<file path="src/rtl/snitch_icache_pkg.sv">
// snitch_icache_pkg: shared cache configuration type and a default configuration
// sized for a two-entry miss tracker.
package snitch_icache_pkg;

    typedef struct packed {
        int unsigned FETCH_AW;
        int unsigned ID_WIDTH;
        int unsigned SET_COUNT;
        int unsigned SET_ALIGN;
        int unsigned LINE_WIDTH;
        int unsigned LINE_ALIGN;
        int unsigned COUNT_ALIGN;
        int unsigned TAG_WIDTH;
        int unsigned PENDING_COUNT;
        int unsigned PENDING_IW;
    } config_t;

    localparam config_t DEFAULT_CFG = '{
        FETCH_AW: 32, ID_WIDTH: 2, SET_COUNT: 2, SET_ALIGN: 1, LINE_WIDTH: 32,
        LINE_ALIGN: 5, COUNT_ALIGN: 5, TAG_WIDTH: 22, PENDING_COUNT: 2, PENDING_IW: 1
    };

endpackage

</file>
<file path="src/rtl/lzc.sv">
// lzc: trailing (MODE=0) or leading (MODE=1) zero counter; empty_o flags an all-zero input.
module lzc #(
    parameter int unsigned WIDTH     = 2,
    parameter bit          MODE      = 1'b0,
    parameter int unsigned CNT_WIDTH = (WIDTH > 1) ? $clog2(WIDTH) : 1
) (
    input  logic [WIDTH-1:0]     in_i,
    output logic [CNT_WIDTH-1:0] cnt_o,
    output logic                 empty_o
);

    always_comb begin
        cnt_o = '0;
        for (int i = int'(WIDTH) - 1; i >= 0; i--)
            if (in_i[MODE ? int'(WIDTH) - 1 - i : i]) cnt_o = CNT_WIDTH'(i);
        empty_o = ~|in_i;
    end

endmodule

</file>
<file path="src/rtl/snitch_icache_miss_tracker.sv">
// snitch_icache_miss_tracker: answers lookup hits, coalesces misses per cache line,
// issues refills and forwards refill data to the requester and the lookup write port.
module snitch_icache_miss_tracker
    import snitch_icache_pkg::*;
#(
    parameter config_t CFG = DEFAULT_CFG
) (
    input  logic                          clk_i,
    input  logic                          rst_ni,
    input  logic [CFG.FETCH_AW-1:0]       in_addr_i,
    input  logic [CFG.ID_WIDTH-1:0]       in_id_i,
    input  logic [CFG.SET_ALIGN-1:0]      in_set_i,
    input  logic                          in_hit_i,
    input  logic [CFG.LINE_WIDTH-1:0]     in_data_i,
    input  logic                          in_error_i,
    input  logic                          in_valid_i,
    output logic                          in_ready_o,
    output logic [CFG.LINE_WIDTH-1:0]     out_rsp_data_o,
    output logic                          out_rsp_error_o,
    output logic [CFG.ID_WIDTH-1:0]       out_rsp_id_o,
    output logic                          out_rsp_valid_o,
    input  logic                          out_rsp_ready_i,
    output logic [CFG.FETCH_AW-1:0]       refill_req_addr_o,
    output logic [CFG.PENDING_IW-1:0]     refill_req_id_o,
    output logic                          refill_req_valid_o,
    input  logic                          refill_req_ready_i,
    input  logic [CFG.LINE_WIDTH-1:0]     refill_rsp_data_i,
    input  logic                          refill_rsp_error_i,
    input  logic [CFG.PENDING_IW-1:0]     refill_rsp_id_i,
    input  logic                          refill_rsp_valid_i,
    output logic                          refill_rsp_ready_o,
    output logic [CFG.COUNT_ALIGN-1:0]    write_addr_o,
    output logic [CFG.SET_ALIGN-1:0]      write_set_o,
    output logic [CFG.LINE_WIDTH-1:0]     write_data_o,
    output logic [CFG.TAG_WIDTH-1:0]      write_tag_o,
    output logic                          write_error_o,
    output logic                          write_valid_o,
    input  logic                          write_ready_i
);

    localparam int unsigned LINE_AW = CFG.FETCH_AW - CFG.LINE_ALIGN;
    localparam int unsigned PC      = CFG.PENDING_COUNT;
    localparam int unsigned IW      = CFG.PENDING_IW;
    localparam int unsigned SA      = CFG.SET_ALIGN;

    typedef struct packed {
        logic                    valid;
        logic                    requested;
        logic [LINE_AW-1:0]      addr;
        logic [CFG.ID_WIDTH-1:0] id;
    } entry_t;

    entry_t pending_q [PC];
    entry_t pending_d [PC];
    entry_t rsp_entry;
    logic [SA-1:0] victim_q, victim_d;
    logic [LINE_AW-1:0] in_line;
    logic [PC-1:0] match, free, unreq;
    logic [IW-1:0] match_idx, alloc_idx, req_idx;
    logic full, no_req, is_hit, is_miss, any_match, retire_match;
    logic unused_in;

    assign unused_in = ^{in_addr_i[CFG.LINE_ALIGN-1:0], in_set_i};

    always_comb begin
        match_idx = '0;
        for (int i = 0; i < int'(PC); i++) begin
            match[i] = pending_q[i].valid && pending_q[i].addr == in_line;
            free[i]  = !pending_q[i].valid;
            unreq[i] = pending_q[i].valid && !pending_q[i].requested;
            if (match[i]) match_idx = IW'(i);
        end
    end

    lzc #(.WIDTH(PC), .MODE(1'b0), .CNT_WIDTH(IW)) i_free_lzc (
        .in_i(free), .cnt_o(alloc_idx), .empty_o(full)
    );

    lzc #(.WIDTH(PC), .MODE(1'b0), .CNT_WIDTH(IW)) i_req_lzc (
        .in_i(unreq), .cnt_o(req_idx), .empty_o(no_req)
    );

    assign in_line      = in_addr_i[CFG.FETCH_AW-1:CFG.LINE_ALIGN];
    assign is_hit       = in_valid_i && in_hit_i;
    assign is_miss      = in_valid_i && !in_hit_i;
    assign any_match    = |match;
    assign rsp_entry    = pending_q[refill_rsp_id_i];
    // A miss on the line being retired rides along with that response.
    assign retire_match = is_miss && refill_rsp_valid_i && match[refill_rsp_id_i];

    assign refill_rsp_ready_o = refill_rsp_valid_i && out_rsp_ready_i && write_ready_i;
    assign in_ready_o = !in_valid_i ? 1'b1
                      : in_hit_i ? (!refill_rsp_valid_i && out_rsp_ready_i)
                      : retire_match ? refill_rsp_ready_o
                      : (any_match || !full);

    assign out_rsp_valid_o = refill_rsp_valid_i || is_hit;
    assign out_rsp_data_o  = refill_rsp_valid_i ? refill_rsp_data_i : in_data_i;
    assign out_rsp_error_o = refill_rsp_valid_i ? refill_rsp_error_i : in_error_i;
    assign out_rsp_id_o    = refill_rsp_valid_i ? (rsp_entry.id | (retire_match ? in_id_i : '0)) : in_id_i;

    assign refill_req_valid_o = !no_req;
    assign refill_req_addr_o  = {pending_q[req_idx].addr, {CFG.LINE_ALIGN{1'b0}}};
    assign refill_req_id_o    = req_idx;

    assign write_valid_o = refill_rsp_valid_i;
    assign write_addr_o  = rsp_entry.addr[CFG.COUNT_ALIGN-1:0];
    assign write_tag_o   = rsp_entry.addr[LINE_AW-1 -: CFG.TAG_WIDTH];
    assign write_data_o  = refill_rsp_data_i;
    assign write_error_o = refill_rsp_error_i;
    assign write_set_o   = victim_q;

    always_comb begin
        pending_d = pending_q;
        victim_d  = victim_q;
        if (refill_req_valid_o && refill_req_ready_i) pending_d[req_idx].requested = 1'b1;
        if (is_miss && in_ready_o && !retire_match) begin
            if (any_match) pending_d[match_idx].id = pending_q[match_idx].id | in_id_i;
            else pending_d[alloc_idx] = '{valid: 1'b1, requested: 1'b0, addr: in_line, id: in_id_i};
        end
        if (refill_rsp_ready_o) begin
            pending_d[refill_rsp_id_i] = '0;
            victim_d = (victim_q == SA'(CFG.SET_COUNT - 1)) ? '0 : victim_q + 1'b1;
        end
    end

    always_ff @(posedge clk_i or negedge rst_ni) begin
        if (!rst_ni) begin
            pending_q <= '{default: '0};
            victim_q  <= '0;
        end else begin
            pending_q <= pending_d;
            victim_q  <= victim_d;
        end
    end

    refill_id_valid: assert property (@(posedge clk_i) disable iff (!rst_ni)
        refill_rsp_valid_i |-> pending_q[refill_rsp_id_i].valid);

endmodule

</file>
<file path="config.mk">
export PLATFORM = sky130hd
export DESIGN_NAME = snitch_icache_miss_tracker
export DESIGN_NICKNAME = d
export VERILOG_FILES = /design/src/rtl/snitch_icache_pkg.sv /design/src/rtl/lzc.sv /design/src/rtl/snitch_icache_miss_tracker.sv
export SDC_FILE = /design/constraint.sdc
export NUM_CORES = 1
export LEC_CHECK = 0
export ABC_AREA = 1
export CORE_UTILIZATION = 46
export CTS_BUF_LIST = sky130_fd_sc_hd__clkbuf_4 sky130_fd_sc_hd__clkbuf_8 sky130_fd_sc_hd__clkbuf_16
export DETAILED_ROUTE_END_ITERATION = 7
export GPL_ROUTABILITY_DRIVEN = 0
export HOLD_SLACK_MARGIN = 0.12
export PLACE_DENSITY = 0.95
export RECOVER_POWER = 25
export SYNTH_ARGS = -nofsm -noshare
export SYNTH_HDL_FRONTEND = slang
export SYNTH_SLANG_ARGS = --single-unit
</file>
<file path="constraint.sdc">
create_clock -name clk_i -period 3.3 [get_ports clk_i]
set_clock_uncertainty 0.1 [all_clocks]
set_input_delay 0.66 -clock clk_i [delete_from_list [all_inputs] [get_ports clk_i]]
set_output_delay 0.66 -clock clk_i [all_outputs]
set_load 0.02 [all_outputs]
</file>
Word-level counts from Yosys, hierarchy flattened
Cells that the tools add are included.
{ "word_totals": {"reg_bits": 63, "inputBits": 110, "output_inout_bits": 134, "elab_cells": 98} }
{ "classes": {"n_eq_ne": 2, "bitwise": 8, "n_mux": 39, "order_cmp": 9, "reduce_logical": 30, "n_addsub": 1} }
{ "ops": {"columns": ["operator", "count"], "rows": [
  ["$mux W62", 4],
  ["$bwmux W62", 3],
  ["$mux W29", 6],
  ["$demux W31 S1", 4],
  ["$and A62 B62 Y62", 1],
  ["$mux W31", 2],
  ["$not A62 Y62", 1],
  ["$eq A27 B27 Y1", 2],
  ["$mux W32", 1],
  ["$mux W30", 1],
  ["$logic_and A1 B1 Y1", 18],
  ["$mux W1", 12],
  ["$mux W2", 6],
  ["$ge A2 B2 Y1 const B", 4],
  ["$lt A2 B1 Y1 const B", 4],
  ["$not A1 Y2", 4],
  ["$logic_not A1 Y1", 7],
  ["$reduce_or A2 Y1", 3],
  ["$or A2 B2 Y2", 2],
  ["$logic_or A1 B1 Y1", 2],
  ["$lt A1 B2 Y1 const B", 1],
  ["$add A1 B1 Y1 const B", 1]
]} }

Longest topological paths before layout
{ "logic_depth": {"ltp_word": 16, "mapped_depth": 18, "depth_no_buf": 17} }

By module
A second synthesis with hierarchy kept.
{ "unflattened": {"hier_cells": 1093, "hier_area_um2": 6083.3} }
{ "modules_own_cells": {"columns": ["mod", "instances", "cells_each", "area_each_um2", "seq_area_each_um2"], "rows": [
  ["snitch_icache_miss_tracker", 1, 1087, 6055.8, 1576.5],
  ["lzc", 2, 3, 13.8, 0.0]
]} }

Worst setup path after synthesis
OpenSTA, ideal clock, no wires.
{ "synth_path": {"path_kind": "input to output", "start": "input in_addr_i[23]", "end": "output in_ready_o", "arrival_ns": 1.804, "path_buffers": 0, "path_stages": 11, "slack_ns": 0.736, "required_time_ns": 2.540, "path_cell_list": "inv_1 nor2_1 nor3_1 nand2_1 nor2_1 nand3_1 nand2_1 nand3_1 nand3_2 nand2_1 inv_1"} }
{ "synth_via": {"elab_chain_len": 8, "elab_cells_between_ends": 12, "classes_between": "2 x eq/ne; 5 x mux; 5 x reduce/logical"} }
{ "synth_rtl": {"columns": ["element", "line_no", "text"], "rows": [
  ["start: declaration", "snitch_icache_miss_tracker.sv:10", "input logic [CFG.FETCH_AW-1:0] in_addr_i,"],
  ["$eq A27 B27 Y1", "snitch_icache_miss_tracker.sv:68", "match[i] = pending_q[i].valid && pending_q[i].addr == in_line;"],
  ["$logic_and A1 B1 Y1", "snitch_icache_miss_tracker.sv:68", null],
  ["$mux W1 (not written as such) (2 in series)", "snitch_icache_miss_tracker.sv:89", "assign retire_match = is_miss && refill_rsp_valid_i && match[refill_rsp_id_i];"],
  ["$logic_and A1 B1 Y1", "snitch_icache_miss_tracker.sv:89", null],
  ["$mux W1 *", "snitch_icache_miss_tracker.sv:94", ": retire_match ? refill_rsp_ready_o"],
  ["$mux W1 *", "snitch_icache_miss_tracker.sv:93", ": in_hit_i ? (!refill_rsp_valid_i && out_rsp_ready_i)"],
  ["$mux W1 *", "snitch_icache_miss_tracker.sv:92", "assign in_ready_o = !in_valid_i ? 1'b1"],
  ["end: declaration", "snitch_icache_miss_tracker.sv:17", "output logic in_ready_o,"]
]} }
Every way passes the cells marked *; elsewhere a longest branch is shown, timed or not. The select of a mux whose other input is x is not followed.

Worst setup path after layout
{ "layout_path": {"start": "input refill_rsp_valid_i", "end": "output out_rsp_valid_o"} }
{ "layout_via": {"elab_chain_len": 1} }
{ "layout_rtl": {"columns": ["element", "line_no", "text"], "rows": [
  ["start: declaration", "snitch_icache_miss_tracker.sv:30", "input logic refill_rsp_valid_i,"],
  ["$logic_or A1 B1 Y1", "snitch_icache_miss_tracker.sv:97", "assign out_rsp_valid_o = refill_rsp_valid_i || is_hit;"],
  ["end: declaration", "snitch_icache_miss_tracker.sv:21", "output logic out_rsp_valid_o,"]
]} }
No other way between the ends.

==> key figures <==
Status
  – Status: finished, violations left
  – Violated checks: max-capacitance violations, max-slew violations

Flow run
  – Maximum capacitance violations: 1

Placement
  – Pre-CTS setup slack: -490.2 ps
  – Final HPWL from detailed placement: 13.83 mm
  – Placed cell area: 0.007843 sq mm
  – Count of buffers inserted at the top-level ports: 232
  – Placed cell count: 1290

Finish
  – Commonest non-fill, non-tap cells in the layout: sky130_fd_sc_hd__nand2_1 (399), sky130_fd_sc_hd__clkdlybuf4s50_1 (200), sky130_fd_sc_hd__nor2_1 (158)
  – Final Core Density: 73.70%
  – Net total in the final layout: 1271
  – Post-route non-filler standard cell count: 1306
  – Most common library cell in the layout ignoring fill and taps: sky130_fd_sc_hd__nand2_1
  – Layout cell share with drive strength beyond 1: 9.005%
  – Layout Area Growth over Synthesis: 53.10%
  – Final cell area excluding filler cells: 0.008164 sq mm
  – # diodes: 0
  – FILL cells: 801

Route
  – Overall routed net length: 19.78 mm
  – Number of DRC markers in iteration 0: 561
  – Via count: 6865
  – Number of nets with antenna violations after routing: 0
  – Vias per cell: 5.257
  – Detail-routed net length per standard cell: 15.15 um
  – Iteration count of the initial detailed-routing pass: 5
  – DR DRC count: 0

Critical path
  – Cell with the largest stage delay on the worst path: sky130_fd_sc_hd__clkdlybuf4s50_1
  – Crit path capture type: output pin
  – Delay of the slowest cell on the worst path: 670 ps
  – Cell type with the highest occurrence count on the critical path: sky130_fd_sc_hd__clkdlybuf4s50_1
  – Worst path arrival time: 2450 ps
  – Crit Path Max Fanout: 8
  – Req. time, crit path: 2540 ps
  – Kind of launch point of the worst setup path: input pin
  – Crit Path Class: in2out
  – Critical-path cell list: clkdlybuf4s50_1 -> clkinv_1 -> buf_4 -> nand2_1 -> clkdlybuf4s50_1

Synth
  – Syn. warnings: 0
  – Area of the mapped netlist: 0.005333 sq mm
  – Cell type with the highest aggregate area in the netlist: sky130_fd_sc_hd__dfrtp_1
  – Proportion of netlist area held by the largest area contributor: 29.56%
  – Flop and latch count out of synthesis: 63
  – Leading post-synthesis cells by cell area: sky130_fd_sc_hd__dfrtp_1 (30%), sky130_fd_sc_hd__nand2_1 (28%), sky130_fd_sc_hd__nor2_1 (11%), sky130_fd_sc_hd__inv_1 (6.4%), sky130_fd_sc_hd__o21ai_0 (5.9%)
  – Post-synth cell types: 30
  – Average size of a mapped cell: 5.746 sq um
  – Share of synthesized area occupied by flip-flops and latches: 29.56%
  – Number of standard cells after synthesis: 928

Global route
  – Total routing resource utilization after global routing: 31.79%
  – Wire length of the first global-routing pass: 29.46 mm
  – Number of global-route vias before repair: 6295
  – Maximum number of pins on one net before global-route repair: 64
  – Initial antenna violation count: 0
  – Gr ovfl total: 0

STA
  – Post-route worst hold slack: 390.9 ps
  – Setup WS post-layout: 94.04 ps
  – Setup repair after global routing missed its margin: false
  – Final Hold Violating Endpoints: 0
  – Slew Limit Headroom: -8.292%
  – Top achievable clock speed: 0.3119 GHz
  – Number of setup violations in the final report: 0
  – Setup total negative slack: 0 ps
  – Final critical path time including I/O delays and setup: 3206 ps
  – Worst Max-Slew Pin Slew: 1624 ps
  – Final critical-path share of the clock period: 97.15%
  – Number of slew-limit violations in the final report: 64

Power and ir drop
  – Power per Cell Area: 644.5 mW/mm^2
  – VDD IR-drop max: 0.4776 mV
  – Leak: 4.427 nW
  – Final total power: 5.262 mW

Floorplan
  – Die height: 109.7 um
  – Area of the die: 0.01203 sq mm
  – Initial cell density of the core: 48.14%
  – Number of I/O pins: 244
  – Standard-cell rows: 38
  – Placeable core region: 0.01108 sq mm
  – Die Wd: 109.7 um

Clock tree
  – Clock transition at the registers of the reported paths: 50 ps
  – # hold bufs at CTS: 0
  – H-Tree Level Count: 3
  – Number of CTS-inserted buffers: 9
  – Clock latency at the later pin of the worst-skew pair: 340 ps
  – CTS sink count: 63
  – Clock buffer depth: 2
  – Postcts setup bufs: 0
  – TritonCTS clock tree: done
  – Clk Tree Root Cell: sky130_fd_sc_hd__clkbuf_16

Worst hold path
  – Path category of the worst min-delay check: reg2reg
[logic make-up after synthesis]
group	count (synthesis)	synth area share, %
AOI/OAI and AO/OA	78	7.813
other	1	0.07032
buffers and inverters	171	16.00
DFF	63	29.56
xor gates and xnor gates	16	2.628
and+or+nand+nor	599	43.92
[synth_stat cells]
master,count
sky130_fd_sc_hd__a31oi_1,2
sky130_fd_sc_hd__dfrtp_1,63
sky130_fd_sc_hd__a21boi_2,1
sky130_fd_sc_hd__or2_2,1
sky130_fd_sc_hd__conb_1,1
sky130_fd_sc_hd__a21oi_1,6
sky130_fd_sc_hd__o21ai_0,63
sky130_fd_sc_hd__buf_6,8
sky130_fd_sc_hd__clkinv_1,4
sky130_fd_sc_hd__o2111ai_1,1
sky130_fd_sc_hd__nand4_2,2
sky130_fd_sc_hd__o21bai_1,4
sky130_fd_sc_hd__xor2_1,4
sky130_fd_sc_hd__nor3_1,2
sky130_fd_sc_hd__a31o_2,1
sky130_fd_sc_hd__xnor2_1,12
sky130_fd_sc_hd__inv_2,3
sky130_fd_sc_hd__nor4b_1,1
sky130_fd_sc_hd__nand3_1,8
sky130_fd_sc_hd__buf_1,1
sky130_fd_sc_hd__nand2_1,402
sky130_fd_sc_hd__buf_2,4
sky130_fd_sc_hd__inv_1,91
sky130_fd_sc_hd__buf_4,39
sky130_fd_sc_hd__nor2_2,3
sky130_fd_sc_hd__and3_1,1
sky130_fd_sc_hd__nor2_1,162
sky130_fd_sc_hd__nand4_1,16
sky130_fd_sc_hd__nand3_2,1
sky130_fd_sc_hd__clkbuf_1,21
[worst max-delay path, delay by kind of cell]
| family | cells | cell delay (ps) |
|---|---|---|
| buffers and inverters | 4 | 1700 |
| AND/OR/NAND/NOR | 1 | 80 |
[cell type report]
| class | instances | area, sq um | share of cell area (%) |
|---|---|---|---|
| Clock inverter | 7 | 97.59 | 1.195 |
| Clock buffer | 9 | 225.2 | 2.759 |
| Multi-Input combinational cell | 698 | 2958 | 36.23 |
| Inverter | 98 | 367.9 | 4.506 |
| Sequential cell | 63 | 1577 | 19.31 |
| Timing Repair Buffer | 291 | 2764 | 33.85 |
| Tap cell | 140 | 175.2 | 2.146 |
[sequential cells by signal, summed over array words and instances, names as in the netlist]
| name | flops |
|---|---|
| pending_q | 62 |
| write_set_o | 1 |
[worst paths after layout]
kind	start	to	slack (ps)	cells past startpoint
setup / recovery	refill_rsp_valid_i	out_rsp_valid_o	90	5
hold / removal	write_set_o$_DFFE_PN0P_	write_set_o$_DFFE_PN0P_	390	1
setup reg to reg	pending_q[3]$_DFF_PN0_	pending_q[10]$_DFF_PN0_	720	18
hold reg to reg	write_set_o$_DFFE_PN0P_	write_set_o$_DFFE_PN0P_	390	1
max in group asynchronous	rst_ni	pending_q[61]$_DFF_PN0_	1420	2
min in group asynchronous	rst_ni	pending_q[39]$_DFF_PN0_	720	2
[what timing repair did]
action | CTS | global route
setup endpoints to repair | 3 | 4
gates resized for setup | 45 | 18
pin swaps | 4 | 2
[per-layer routing]
| metal | vias up | GRT usage [%] | share of wire, % |
|---|---|---|---|
| met5 | - | 0 | 0 |
| met4 | 0 | 17.62 | 3.5 |
| met3 | 83 | 5.809 | 9.7 |
| met2 | 442 | 55.84 | 50 |
| met1 | 3105 | 36.37 | 37 |
| li1 | 3235 | - | - |
[report_power, final]
group	leakage [nW]	internal [mW]	switching (mW)
combinational	3.52	1.25	1.69
clock	0.152	0.662	0.382
sequential	0.757	1.04	0.235
total	4.43	2.95	2.31
Power figures use the tool's default switching activity.
